--- src/rtl/pipe_stage_pkg.sv ---
// rtl/pipe_stage_pkg.sv - shared widths, control-field layout and occupancy encodings
package pipe_stage_pkg;

  localparam int DEFAULT_DATA_W = 96;
  localparam int DEFAULT_CTRL_W = 8;

  // Control field layout as carried between ex/mem/wb stages
  localparam int CTRL_REG_WRITE   = 0;
  localparam int CTRL_MEM_WIDTH_LO = 1;
  localparam int CTRL_MEM_WIDTH_HI = 2;
  localparam int CTRL_SIGN_EXTEND = 3;
  localparam int CTRL_REG_SRC_LO  = 4;
  localparam int CTRL_REG_SRC_HI  = 5;
  localparam int CTRL_MEM_WRITE   = 6;

  localparam logic [1:0] ST_EMPTY = 2'd0;
  localparam logic [1:0] ST_ONE   = 2'd1;
  localparam logic [1:0] ST_TWO   = 2'd2;

endpackage

--- src/rtl/pipe_stage_if.sv ---
// rtl/pipe_stage_if.sv - upstream/downstream handshake bundle for pipe_stage
interface pipe_stage_if #(
  parameter int DATA_W = pipe_stage_pkg::DEFAULT_DATA_W,
  parameter int CTRL_W = pipe_stage_pkg::DEFAULT_CTRL_W
);
  logic              in_valid_i;
  logic              in_ready_o;
  logic [DATA_W-1:0] in_data_i;
  logic [CTRL_W-1:0] in_ctrl_i;
  logic              out_valid_o;
  logic              out_ready_i;
  logic [DATA_W-1:0] out_data_o;
  logic [CTRL_W-1:0] out_ctrl_o;
  logic [1:0]        count_o;

  modport slave (
    input  in_valid_i, in_data_i, in_ctrl_i, out_ready_i,
    output in_ready_o, out_valid_o, out_data_o, out_ctrl_o, count_o
  );

  modport master (
    output in_valid_i, in_data_i, in_ctrl_i, out_ready_i,
    input  in_ready_o, out_valid_o, out_data_o, out_ctrl_o, count_o
  );
endinterface

--- src/rtl/pipe_stage.sv ---
// rtl/pipe_stage.sv - pipeline register stage: two-entry skid buffer (SKID=1) or
// single register with combinational ready (SKID=0), with flush.
module pipe_stage
  import pipe_stage_pkg::*;
#(
  parameter int DATA_W = DEFAULT_DATA_W,
  parameter int CTRL_W = DEFAULT_CTRL_W,
  parameter int SKID   = 1
) (
  input logic       clk,
  input logic       rst,
  input logic       flush_i,
  pipe_stage_if.slave bus
);

  logic [1:0]        r_count;
  logic              r_in_ready;
  logic [DATA_W-1:0] r_head_data;
  logic [CTRL_W-1:0] r_head_ctrl;
  logic [DATA_W-1:0] r_skid_data;
  logic [CTRL_W-1:0] r_skid_ctrl;

  logic       w_out_valid;
  logic       w_in_ready;
  logic       w_accept;
  logic       w_consume;
  logic [1:0] w_count_nxt;
  logic       w_load_head_in;
  logic       w_load_head_skid;
  logic       w_load_skid;
  logic       w_clr_head;

  assign w_out_valid = (r_count != ST_EMPTY);
  // The skid variant breaks the ready path; the plain variant forwards it
  assign w_in_ready  = (SKID != 0) ? r_in_ready : (!w_out_valid || bus.out_ready_i);
  assign w_accept    = bus.in_valid_i && w_in_ready;
  assign w_consume   = w_out_valid && bus.out_ready_i;

  always_comb begin
    w_count_nxt      = r_count;
    w_load_head_in   = 1'b0;
    w_load_head_skid = 1'b0;
    w_load_skid      = 1'b0;
    w_clr_head       = 1'b0;
    case (r_count)
      ST_EMPTY: begin
        if (w_accept) begin
          w_count_nxt    = ST_ONE;
          w_load_head_in = 1'b1;
        end
      end
      ST_ONE: begin
        if (w_accept && w_consume) begin
          w_load_head_in = 1'b1;
        end else if (w_accept) begin
          w_count_nxt = ST_TWO;
          w_load_skid = 1'b1;
        end else if (w_consume) begin
          w_count_nxt = ST_EMPTY;
          w_clr_head  = 1'b1;
        end
      end
      ST_TWO: begin
        if (w_consume) begin
          w_count_nxt      = ST_ONE;
          w_load_head_skid = 1'b1;
        end
      end
      default: begin
        w_count_nxt = ST_EMPTY;
        w_clr_head  = 1'b1;
      end
    endcase
  end

  always_ff @(posedge clk) begin
    if (rst) begin
      r_count     <= ST_EMPTY;
      r_in_ready  <= 1'b1;
      r_head_data <= '0;
      r_head_ctrl <= '0;
      r_skid_data <= '0;
      r_skid_ctrl <= '0;
    end else if (flush_i) begin
      r_count     <= ST_EMPTY;
      r_in_ready  <= 1'b1;
      r_head_ctrl <= '0;
      r_skid_ctrl <= '0;
    end else begin
      r_count    <= w_count_nxt;
      r_in_ready <= (w_count_nxt != ST_TWO);
      if (w_load_head_in) begin
        r_head_data <= bus.in_data_i;
        r_head_ctrl <= bus.in_ctrl_i;
      end else if (w_load_head_skid) begin
        r_head_data <= r_skid_data;
        r_head_ctrl <= r_skid_ctrl;
        r_skid_ctrl <= '0;
      end else if (w_clr_head) begin
        r_head_ctrl <= '0;
      end
      if (w_load_skid) begin
        r_skid_data <= bus.in_data_i;
        r_skid_ctrl <= bus.in_ctrl_i;
      end
    end
  end

  assign bus.in_ready_o  = w_in_ready;
  assign bus.out_valid_o = w_out_valid;
  assign bus.out_data_o  = r_head_data;
  assign bus.out_ctrl_o  = r_head_ctrl;
  assign bus.count_o     = r_count;

endmodule

--- src/flat_wrapper.sv ---
// flat-port wrapper written by rule: the top's interface ports become plain ports
module pipe_stage_flat import pipe_stage_pkg::*;
#(
  parameter int DATA_W = DEFAULT_DATA_W,
  parameter int CTRL_W = DEFAULT_CTRL_W,
  parameter int SKID   = 1
)
  (clk, rst, flush_i, bus_in_valid_i, bus_in_data_i, bus_in_ctrl_i, bus_out_ready_i, bus_in_ready_o, bus_out_valid_o, bus_out_data_o, bus_out_ctrl_o, bus_count_o);
  pipe_stage_if #(.DATA_W(DATA_W), .CTRL_W(CTRL_W)) bus_i ();
  input logic clk;
  input logic rst;
  input logic flush_i;
  input wire logic [$bits(bus_i.in_valid_i)-1:0] bus_in_valid_i;
  input wire logic [$bits(bus_i.in_data_i)-1:0] bus_in_data_i;
  input wire logic [$bits(bus_i.in_ctrl_i)-1:0] bus_in_ctrl_i;
  input wire logic [$bits(bus_i.out_ready_i)-1:0] bus_out_ready_i;
  output wire logic [$bits(bus_i.in_ready_o)-1:0] bus_in_ready_o;
  output wire logic [$bits(bus_i.out_valid_o)-1:0] bus_out_valid_o;
  output wire logic [$bits(bus_i.out_data_o)-1:0] bus_out_data_o;
  output wire logic [$bits(bus_i.out_ctrl_o)-1:0] bus_out_ctrl_o;
  output wire logic [$bits(bus_i.count_o)-1:0] bus_count_o;
  assign bus_i.in_valid_i = bus_in_valid_i;
  assign bus_i.in_data_i = bus_in_data_i;
  assign bus_i.in_ctrl_i = bus_in_ctrl_i;
  assign bus_i.out_ready_i = bus_out_ready_i;
  assign bus_in_ready_o = bus_i.in_ready_o;
  assign bus_out_valid_o = bus_i.out_valid_o;
  assign bus_out_data_o = bus_i.out_data_o;
  assign bus_out_ctrl_o = bus_i.out_ctrl_o;
  assign bus_count_o = bus_i.count_o;
  pipe_stage #(.DATA_W(DATA_W), .CTRL_W(CTRL_W), .SKID(SKID)) u_core (.clk(clk), .rst(rst), .flush_i(flush_i), .bus(bus_i));
endmodule
--- config.mk ---
export PLATFORM = sky130hd
export DESIGN_NAME = pipe_stage_flat
export DESIGN_NICKNAME = d
export VERILOG_FILES = /design/src/rtl/pipe_stage_pkg.sv /design/src/rtl/pipe_stage_if.sv /design/src/rtl/pipe_stage.sv /design/src/flat_wrapper.sv
export SDC_FILE = /design/constraint.sdc
export NUM_CORES = 1
export LEC_CHECK = 0
export CAP_MARGIN = 20
export CORE_MARGIN = 5
export CORE_UTILIZATION = 25
export DETAILED_ROUTE_END_ITERATION = 10
export GPL_TIMING_DRIVEN = 0
export MAX_ROUTING_LAYER = met4
export PLACE_DENSITY_LB_ADDON = 0.12
export SYNTH_ARGS = -nofsm -noshare
export SYNTH_HDL_FRONTEND = slang
export SYNTH_SLANG_ARGS = --single-unit
--- constraint.sdc ---
create_clock -name clk -period 1.5 [get_ports clk]
set_input_delay 0.375 -clock clk [delete_from_list [all_inputs] [get_ports clk]]
set_output_delay 0.375 -clock clk [all_outputs]
set_load 0.005 [all_outputs]
== Word level (Yosys, flattened, before mapping) ==
Index checks and enable logic that the tools add are counted.

* Register bits: 211
* Bits of input ports: 109
* Output and inout bits: 108
* Word-level logic and storage cells: 48

* Equality and inequality tests: 4
* Multiplexer cells: 24
* Bitwise logic cells: 1
* Reduce and logical (&&, ||, !) cells: 13

{| class="wikitable"
|+ Operators by type and width
! operator !! number
|-
| $mux 96 || 2
|-
| $mux 8 || 6
|-
| $mux 2 || 5
|-
| $mux 1 || 8
|-
| $pmux 2 s3 || 1
|-
| $reduce_and 2->1 || 3
|-
| $reduce_bool 2->1 || 3
|-
| $ne 2x2->1 const B || 2
|-
| $pmux 1 s2 || 2
|-
| $reduce_or 2->1 || 2
|-
| $logic_and 1x1->1 || 3
|-
| $reduce_bool 3->1 || 1
|-
| $eq 2x1->1 const B || 1
|-
| $eq 2x2->1 const B || 1
|-
| $logic_not 2->1 || 1
|-
| $not 1->1 || 1
|}

== Longest topological paths before layout ==
Gate-level depths: netlist (run 1).

* Word-level depth: 9
* Depth in mapped cells: 7
* Depth with buffers taken out: 4

== Worst setup path after synthesis (run 1) ==
Ideal clock, no wire load.

* Path type: input-to-reg
* Start: in bus_out_ready_i
* End: reg u_core.r_head_data[10], in the netlist u_core.bus.out_data_o[10]
* Setup time: 0.152 ns
* Data arrival time: 1.463 ns
* Data required time: 1.348 ns
* Path slack: -0.115 ns
* Cell stages on the path: 6
* Path buffers: 2
* Cell sequence: and2b_4 > o32a_1 > buf_4 > buf_2 > a21oi_1 > a221oi_2

* Cells in the longest elaborated chain, start to end: 6
* Elaborated cells between the ends (all ways): 9
* Classes of those cells: mux (5); reduce/logical (4)

{| class="wikitable"
|+ RTL lines
! what !! RTL line !! source
|-
| from (decl) || flat_wrapper.sv:16 || <nowiki>input wire logic [$bits(bus_i.out_ready_i)-1:0] bus_out_ready_i;</nowiki>
|-
| $logic_and 1x1->1 * || pipe_stage.sv:37 || <nowiki>assign w_consume = w_out_valid && bus.out_ready_i;</nowiki>
|-
| $logic_and 1x1->1 || pipe_stage.sv:53 || <nowiki>if (w_accept && w_consume) begin</nowiki>
|-
| $mux 1 || pipe_stage.sv:53 ||
|-
| $pmux 1 s2 || pipe_stage.sv:45 || <nowiki>case (r_count)</nowiki>
|-
| $reduce_bool 2->1 (no line) || -- ||
|-
| $reduce_and 2->1 (no line) || -- ||
|-
| to (signal assigned) || pipe_stage.sv:93 || <nowiki>r_head_data <= bus.in_data_i;</nowiki>
|-
| to (signal assigned) || pipe_stage.sv:96 || <nowiki>r_head_data <= r_skid_data;</nowiki>
|-
| to (decl) || pipe_stage.sv:18 || <nowiki>logic [DATA_W-1:0] r_head_data;</nowiki>
|}

Every way passes the cells marked *; elsewhere a longest branch is shown, timed or not.
A chain may end at the register's enable or synchronous reset.

== Worst setup path in the final report (run 1) ==
* Start: in flush_i
* End: reg u_core.r_head_data[62], in the netlist u_core.bus.out_data_o[62]

* Cells in the longest elaborated chain, start to end: 2

{| class="wikitable"
|+ RTL lines
! what !! RTL line !! source
|-
| from (decl) || flat_wrapper.sv:12 || <nowiki>input logic flush_i;</nowiki>
|-
| $not 1->1 (no line) || -- ||
|-
| $reduce_and 2->1 (no line) || -- ||
|}

Every way passes these cells.

==> impl_metrics.tcl, run 1 <==
set metrics [dict create \
    outcome "finished, violations left" \
    failed_checks "negative setup slack" \
    wl_per_cell_um 18.8 \
    htreeDepth 1 \
    post-route-period-util_pct 124 \
    reg2reg_slack_ns -0.33 \
    clock_skew_ns 0.0176 \
    reg2reg_depth 7 \
    cts-root-buf "clkbuf_16" \
    ys_seq_elements 211 \
    grt_usage_pct 16.5 \
    cts_buffer_depth 3 \
    syn2layout_area_growth_pct 75.1 \
    setup_ws_ns -0.356 \
    worst_pin_slew_ns 0.866 \
    grt_overflow 0 \
    clk_latency_ns 0.53 \
    yosysWarnings 0 \
    grt_pass1_vias 8511 \
    dp.cells 1728 \
    first_pass_iters 6 \
    die_h_um 200 \
    ant_nets 0 \
    r2r-start "u_core.bus.count_o[1]" \
    num_io_pins 217 \
    hold_class "in2reg" \
    startpoint "flush_i" \
    synth_cells 1051 \
    r2r-end "u_core.bus.out_data_o[62]" \
    start_util_pct 25.3 \
    drc_errors 0 \
    min_from "bus_in_data_i[13]" \
    hold_depth 3 \
    drt_iter0_markers 310 \
    detail_route.vias_per_cell 4.71 \
    relSlewSlack_pct 42.3 \
    start_kind "input port" \
    hold_violations 0 \
    leakage_uw 0.00615 \
    peakVddDrop_mv 0.738 \
    switching_share_pct 25.8 \
    synth_nets 1160 \
    num-nets-final 1445 \
    critPathRequiredTime_ns 1.86 \
    max_clock_freq_mhz 539 \
    die-area_sq_um 39900 \
    port_buffers 216 \
    p_clk_share_pct 44.0 \
    drv_cap 0 \
    switching_power_uw 3900 \
    final_cells 1818 \
    critPathMaxStageDelay_ns 0.56 \
    setup-violations-final 200 \
    total_power_uw 15100 \
    critPathMaxFanout 8 \
    synth_cell_types 35 \
    holdBufCountCts 0 \
    hpwl_um 21800 \
    internal-power_uw 11200 \
    clock_sinks 211 \
    arrival_ns 2.21 \
    drive_above_1_share_pct 44.2 \
    netlist_area_sq_um 9010 \
    synth_area_per_cell_sq_um 8.57 \
    ys_seq_area_share_pct 46.9 \
    clkTransAtPathRegs_ns 0.06 \
    antenna_found_initial 3 \
    cp_slowest_cell "clkdlybuf4s50_1" \
    grt_max_degree 13 \
    gp_congestion 0.740 \
    power_frac_comb_pct 16.5 \
    grt_pass1_wl_um 50400 \
    worstHoldEndpoint "u_core.r_skid_data[13]" \
    core_sq_um 35600 \
    num_vias 8554 \
    critPathTopFamily "buffers and inverters" \
    seqPwrFrac_pct 39.5 \
    crit_path_cell_trace "clkdlybuf4s50_1 > or2_1 > o32a_4 > buf_12 > clkbuf_16 > a21oi_4 > a221oi_2" \
    finalCriticalPeriod_ns 1.86 \
    critical_path_class "in2reg" \
    fp.dieW_um 200 \
    totalWireLength_um 34300 \
    path_buf_inv 3 \
    tritoncts "built" \
    placed_cell_area_sq_um 11800 \
    drv_slew 0 \
    fp-row-count 69 \
    p_per_area_nw_per_um2 957 \
    rsz0062_at_grt "true" \
    design_area_sq_um 15800 \
    cts_buffers 26 \
    crit_path_end_kind "flop" \
    final.fill_count 3471 \
]
[cells in the mapped netlist, drive strengths merged]
cell,number,area [sq um]
inv,97,364
o31ai,1,7.51
a211oi,2,15.0
o32a,1,10.0
nand2b,1,6.26
a22oi,3,22.5
or2,3,18.8
and3b,2,17.5
o31a,1,8.76
a222oi,5,50.1
nor3,4,25.0
nor2b,3,18.8
a221oi,95,1430
buf,40,274
o22a,1,8.76
nor2,11,43.8
o21ai,4,20.0
mux2i,3,30.0
dfxtp,211,4220
clkbuf,50,188
nand2,298,1120
a21oi,201,1010
nand3b,2,31.3
nand3,8,40.0
and3,1,6.26
or3,2,12.5
and2b,1,10.0
[sequential cells by signal (all words and copies together), names as in the netlist]
signal and count:
u_core.bus.count_o 2, u_core.bus.in_ready_o 1, u_core.r_skid_ctrl 8, u_core.bus.out_ctrl_o 8, u_core.r_skid_data 96, u_core.bus.out_data_o 96
[kinds of logic (layout without fill, tap and decap cells)]
family | after synthesis | in the layout | synth area share, %
simple gates | 336 | 336 | 15.0
compound gates | 314 | 314 | 28.6
flops | 211 | 211 | 46.9
buf+inv | 187 | 490 | 9.17
mux | 3 | 3 | 0.333
other cells | 0 | 3 | 0
[cells in the final DEF, fill, tap and decap left out, types with 13 or more instances in the layout]
cell type	instances
buf_8	13
clkbuf_2	47
a21oi_1	37
clkdlybuf4s15_1	14
nand2_4	76
dfxtp_1	186
buf_12	29
nand2_1	206
a21oi_2	106
clkdlybuf4s50_1	108
dfxtp_2	23
inv_1	97
a221oi_2	92
dlymetal6s2s_1	46
clkbuf_1	16
clkbuf_16	38
buf_6	16
nand2_2	16
a21oi_4	58
[tightest hold or removal path, stage by stage]
cell and delay, ns:
clkdlybuf4s50_1 0.42, nand2_1 0.07, a21oi_1 0.05
[repair_timing]
| action | CTS | global route |
|---|---|---|
| buffers inserted | 13 | 11 |
| gates cloned | 17 | 8 |
| pin swaps | 58 | 166 |
| endpoints found under the setup margin | 313 | 298 |
| gates resized for setup | 448 | 414 |
[area by class of cell]
type | count | area, sq um | share of cell area (%)
Sequential cell | 211 | 4260 | 27.0
Timing Repair Buffer | 260 | 2950 | 18.7
Clock buffer | 41 | 838 | 5.32
Tap cell | 461 | 577 | 3.66
Multi-Input combinational cell | 653 | 5710 | 36.2
Clock inverter | 5 | 75.1 | 0.476
Inverter | 97 | 364 | 2.31
Antenna cell | 3 | 7.51 | 0.0476
Buffer | 87 | 983 | 6.24
[per-layer routing]
layer	routed length, um	global-route usage, %	vias up
met5	0	-	-
met4	537	3.02	0
met3	1800	3.34	35
met2	16200	26.5	183
met1	15700	21.8	4161
li1	-	-	4175
[worst max-delay path by stage]
stage                                            to  slack, ns  cells past startpoint
after global routing      u_core.bus.out_data_o[25]      -0.39                      7
after floorplan           u_core.bus.out_data_o[20]       -0.1                      6
after CTS                 u_core.bus.out_data_o[20]      -0.32                      7
after detailed placement     u_core.r_skid_data[61]      -1.22                      7
after global placement       u_core.r_skid_data[57]      -1.21                      7
final                     u_core.bus.out_data_o[62]      -0.36                      7
[power groups by stage]
stage               clock (uW)  combinational, uW  sequential (uW)
CTS                       6850               2380             5950
global route              7120               2680             5990
detailed placement           0               2020             6060
floorplan                    0                948             6060
finish                    6640               2490             5960
global placement             0               2020             6060
[metrics by stage]
stage | util, % | hold slack [ns] | setup TNS [ns] | setup slack (ns)
after floorplan | - | 0.437 | -8.34 | -0.0956
after global placement | 33.2 | 0.442 | -216.40 | -1.21
after detailed placement | 33.2 | 0.447 | -216.29 | -1.22
after CTS | 40.8 | 0.385 | -59.99 | -0.315
after global routing | 44.3 | 0.421 | -55.11 | -0.386
final | 44.3 | 0.431 | -48.67 | -0.356
No activity file was read; power rests on OpenSTA's default activity.
==> run 2: changes to the inputs <==
--- a/config.mk
+++ b/config.mk
@@ -8,6 +8,7 @@
 export CAP_MARGIN = 20
 export CORE_MARGIN = 5
 export CORE_UTILIZATION = 25
+export CTS_CLUSTER_SIZE = 8
 export DETAILED_ROUTE_END_ITERATION = 10
 export GPL_TIMING_DRIVEN = 0
 export MAX_ROUTING_LAYER = met4
==> impl_metrics.tcl, run 2 (same netlist as run 1, synthesis figures left out) <==
set metrics [dict create \
    outcome "finished, violations left" \
    failed_checks "negative setup slack" \
    hpwl_um 21800 \
    clock_sinks 211 \
    first_pass_iters 7 \
    antenna_found_initial 3 \
    num-nets-final 1446 \
    grt_max_degree 15 \
    fp-row-count 69 \
    cp_slowest_cell "clkdlybuf4s50_1" \
    crit_path_cell_trace "clkdlybuf4s50_1 > or2_1 > o32a_4 > clkbuf_16 > buf_12 > a221oi_4" \
    rsz0062_at_grt "true" \
    critPathMaxFanout 10 \
    relSlewSlack_pct 43.3 \
    final_cells 1803 \
    leakage_uw 0.00555 \
    grt_overflow 0 \
    finalCriticalPeriod_ns 1.83 \
    cts_buffer_depth 3 \
    multi_input_area_sq_um 5650 \
    seq_area_sq_um 4270 \
    path_buf_inv 3 \
    worst_pin_slew_ns 0.851 \
    arrival_ns 2.28 \
    post-route-period-util_pct 122 \
    num_io_pins 217 \
    htreeDepth 1 \
    num_vias 8525 \
    start_util_pct 25.3 \
    max_clock_freq_mhz 546 \
    reg2reg_slack_ns -0.32 \
    die_h_um 200 \
    core_sq_um 35600 \
    p_per_area_nw_per_um2 947 \
    start_kind "input port" \
    setup-violations-final 193 \
    drv_slew 0 \
    wl_per_cell_um 18.9 \
    drt_iter0_markers 261 \
    detail_route.vias_per_cell 4.73 \
    cts_buffers 30 \
    drv_cap 0 \
    syn2layout_area_growth_pct 70.1 \
    dp_worst_setup_slack_ns -1.22 \
    critical_path_class "in2reg" \
    peakVddDrop_mv 0.759 \
    crit_path_end_kind "flop" \
    critPathMaxStageDelay_ns 0.55 \
    ant_nets 0 \
    clock_skew_ns 0.00590 \
    die-area_sq_um 39900 \
    layout_commonest_cell "nand2_1" \
    tritoncts "built" \
    grt_pass1_wl_um 50300 \
    clk_latency_ns 0.54 \
    totalWireLength_um 34000 \
    final_cell_mix "211 x nand2_1, 180 x dfxtp_1, 111 x a21oi_2, 107 x clkdlybuf4s50_1, 97 x inv_1" \
    total_power_uw 14500 \
    port_buffers 216 \
    critPathRequiredTime_ns 1.95 \
    grt_pass1_vias 8559 \
    grt_usage_pct 16.3 \
    drive_above_1_share_pct 46.3 \
    hold_violations 0 \
    fp.dieW_um 200 \
    critPathTopFamily "buffers and inverters" \
    gp_congestion 0.740 \
    setup_ws_ns -0.332 \
    cts-root-buf "clkbuf_16" \
    dp.cells 1728 \
    final.fill_count 3538 \
    clkTransAtPathRegs_ns 0.05 \
    hold_class "in2reg" \
    drc_errors 0 \
]
==> run 2: final cells by class <==
type                    count  area share (%)
plain buffers              89            6.72
well taps                 461            3.76
diodes                      3          0.0490
flip-flops and latches    211            27.9
clock buffers              34            5.27
repair buffers            255            17.1
inverters                  97            2.38
multi-input cells         653            36.9
==> run 2: final timing paths <==
| check | start | to | cells past startpoint |
|---|---|---|---|
| min reg2reg | u_core.bus.out_data_o[56] | u_core.bus.out_data_o[56] | 2 |
| max | flush_i | u_core.bus.out_data_o[37] | 6 |
| max reg2reg | u_core.bus.count_o[1] | u_core.bus.out_data_o[37] | 6 |
| min | bus_out_ready_i | u_core.bus.in_ready_o | 3 |
==> run 2: timing repair <==
action,4_1_cts,5_1_grt
hold endpoints to repair,0,0
gates resized for setup,480,438
gates cloned,14,9
hold buffers,0,0
pin swaps,108,114
buffers inserted,11,7
setup endpoints to repair,313,306
==> run 2: through the flow <==
| stage | hold slack [ns] | TNS (ns) | area [sq um] | util [%] |
|---|---|---|---|---|
| floorplan | 0.437 | -8.34 | 9080 | - |
| global placement | 0.442 | -216.40 | 11800 | 33.2 |
| detailed placement | 0.447 | -216.29 | 11800 | 33.2 |
| CTS | 0.377 | -50.96 | 14100 | 39.6 |
| global route | 0.398 | -50.79 | 15300 | 43.1 |
| finish | 0.407 | -42.36 | 15300 | 43.1 |
==> run 2: metal layers <==
| layer | up-vias | part of all wire, % | global-route usage (%) |
|---|---|---|---|
| met1 | 4134 | 45 | 21.4 |
| met3 | 47 | 5.8 | 3.59 |
| li1 | 4158 | - | - |
| met4 | 0 | 1.5 | 2.92 |
| met2 | 186 | 48 | 26.5 |
| met5 | - | 0 | - |
==> run 2: tightest hold or removal path, stage by stage <==
cell	delay, ns
dlymetal6s2s_1	0.15
clkbuf_4	0.23
or3_1	0.15
==> run 2: power breakdown <==
group	switching [uW]	internal, uW	leakage (uW)
combinational	1250	1170	0.00342
sequential	132	5840	0.00173
clock	2440	3690	0.000398
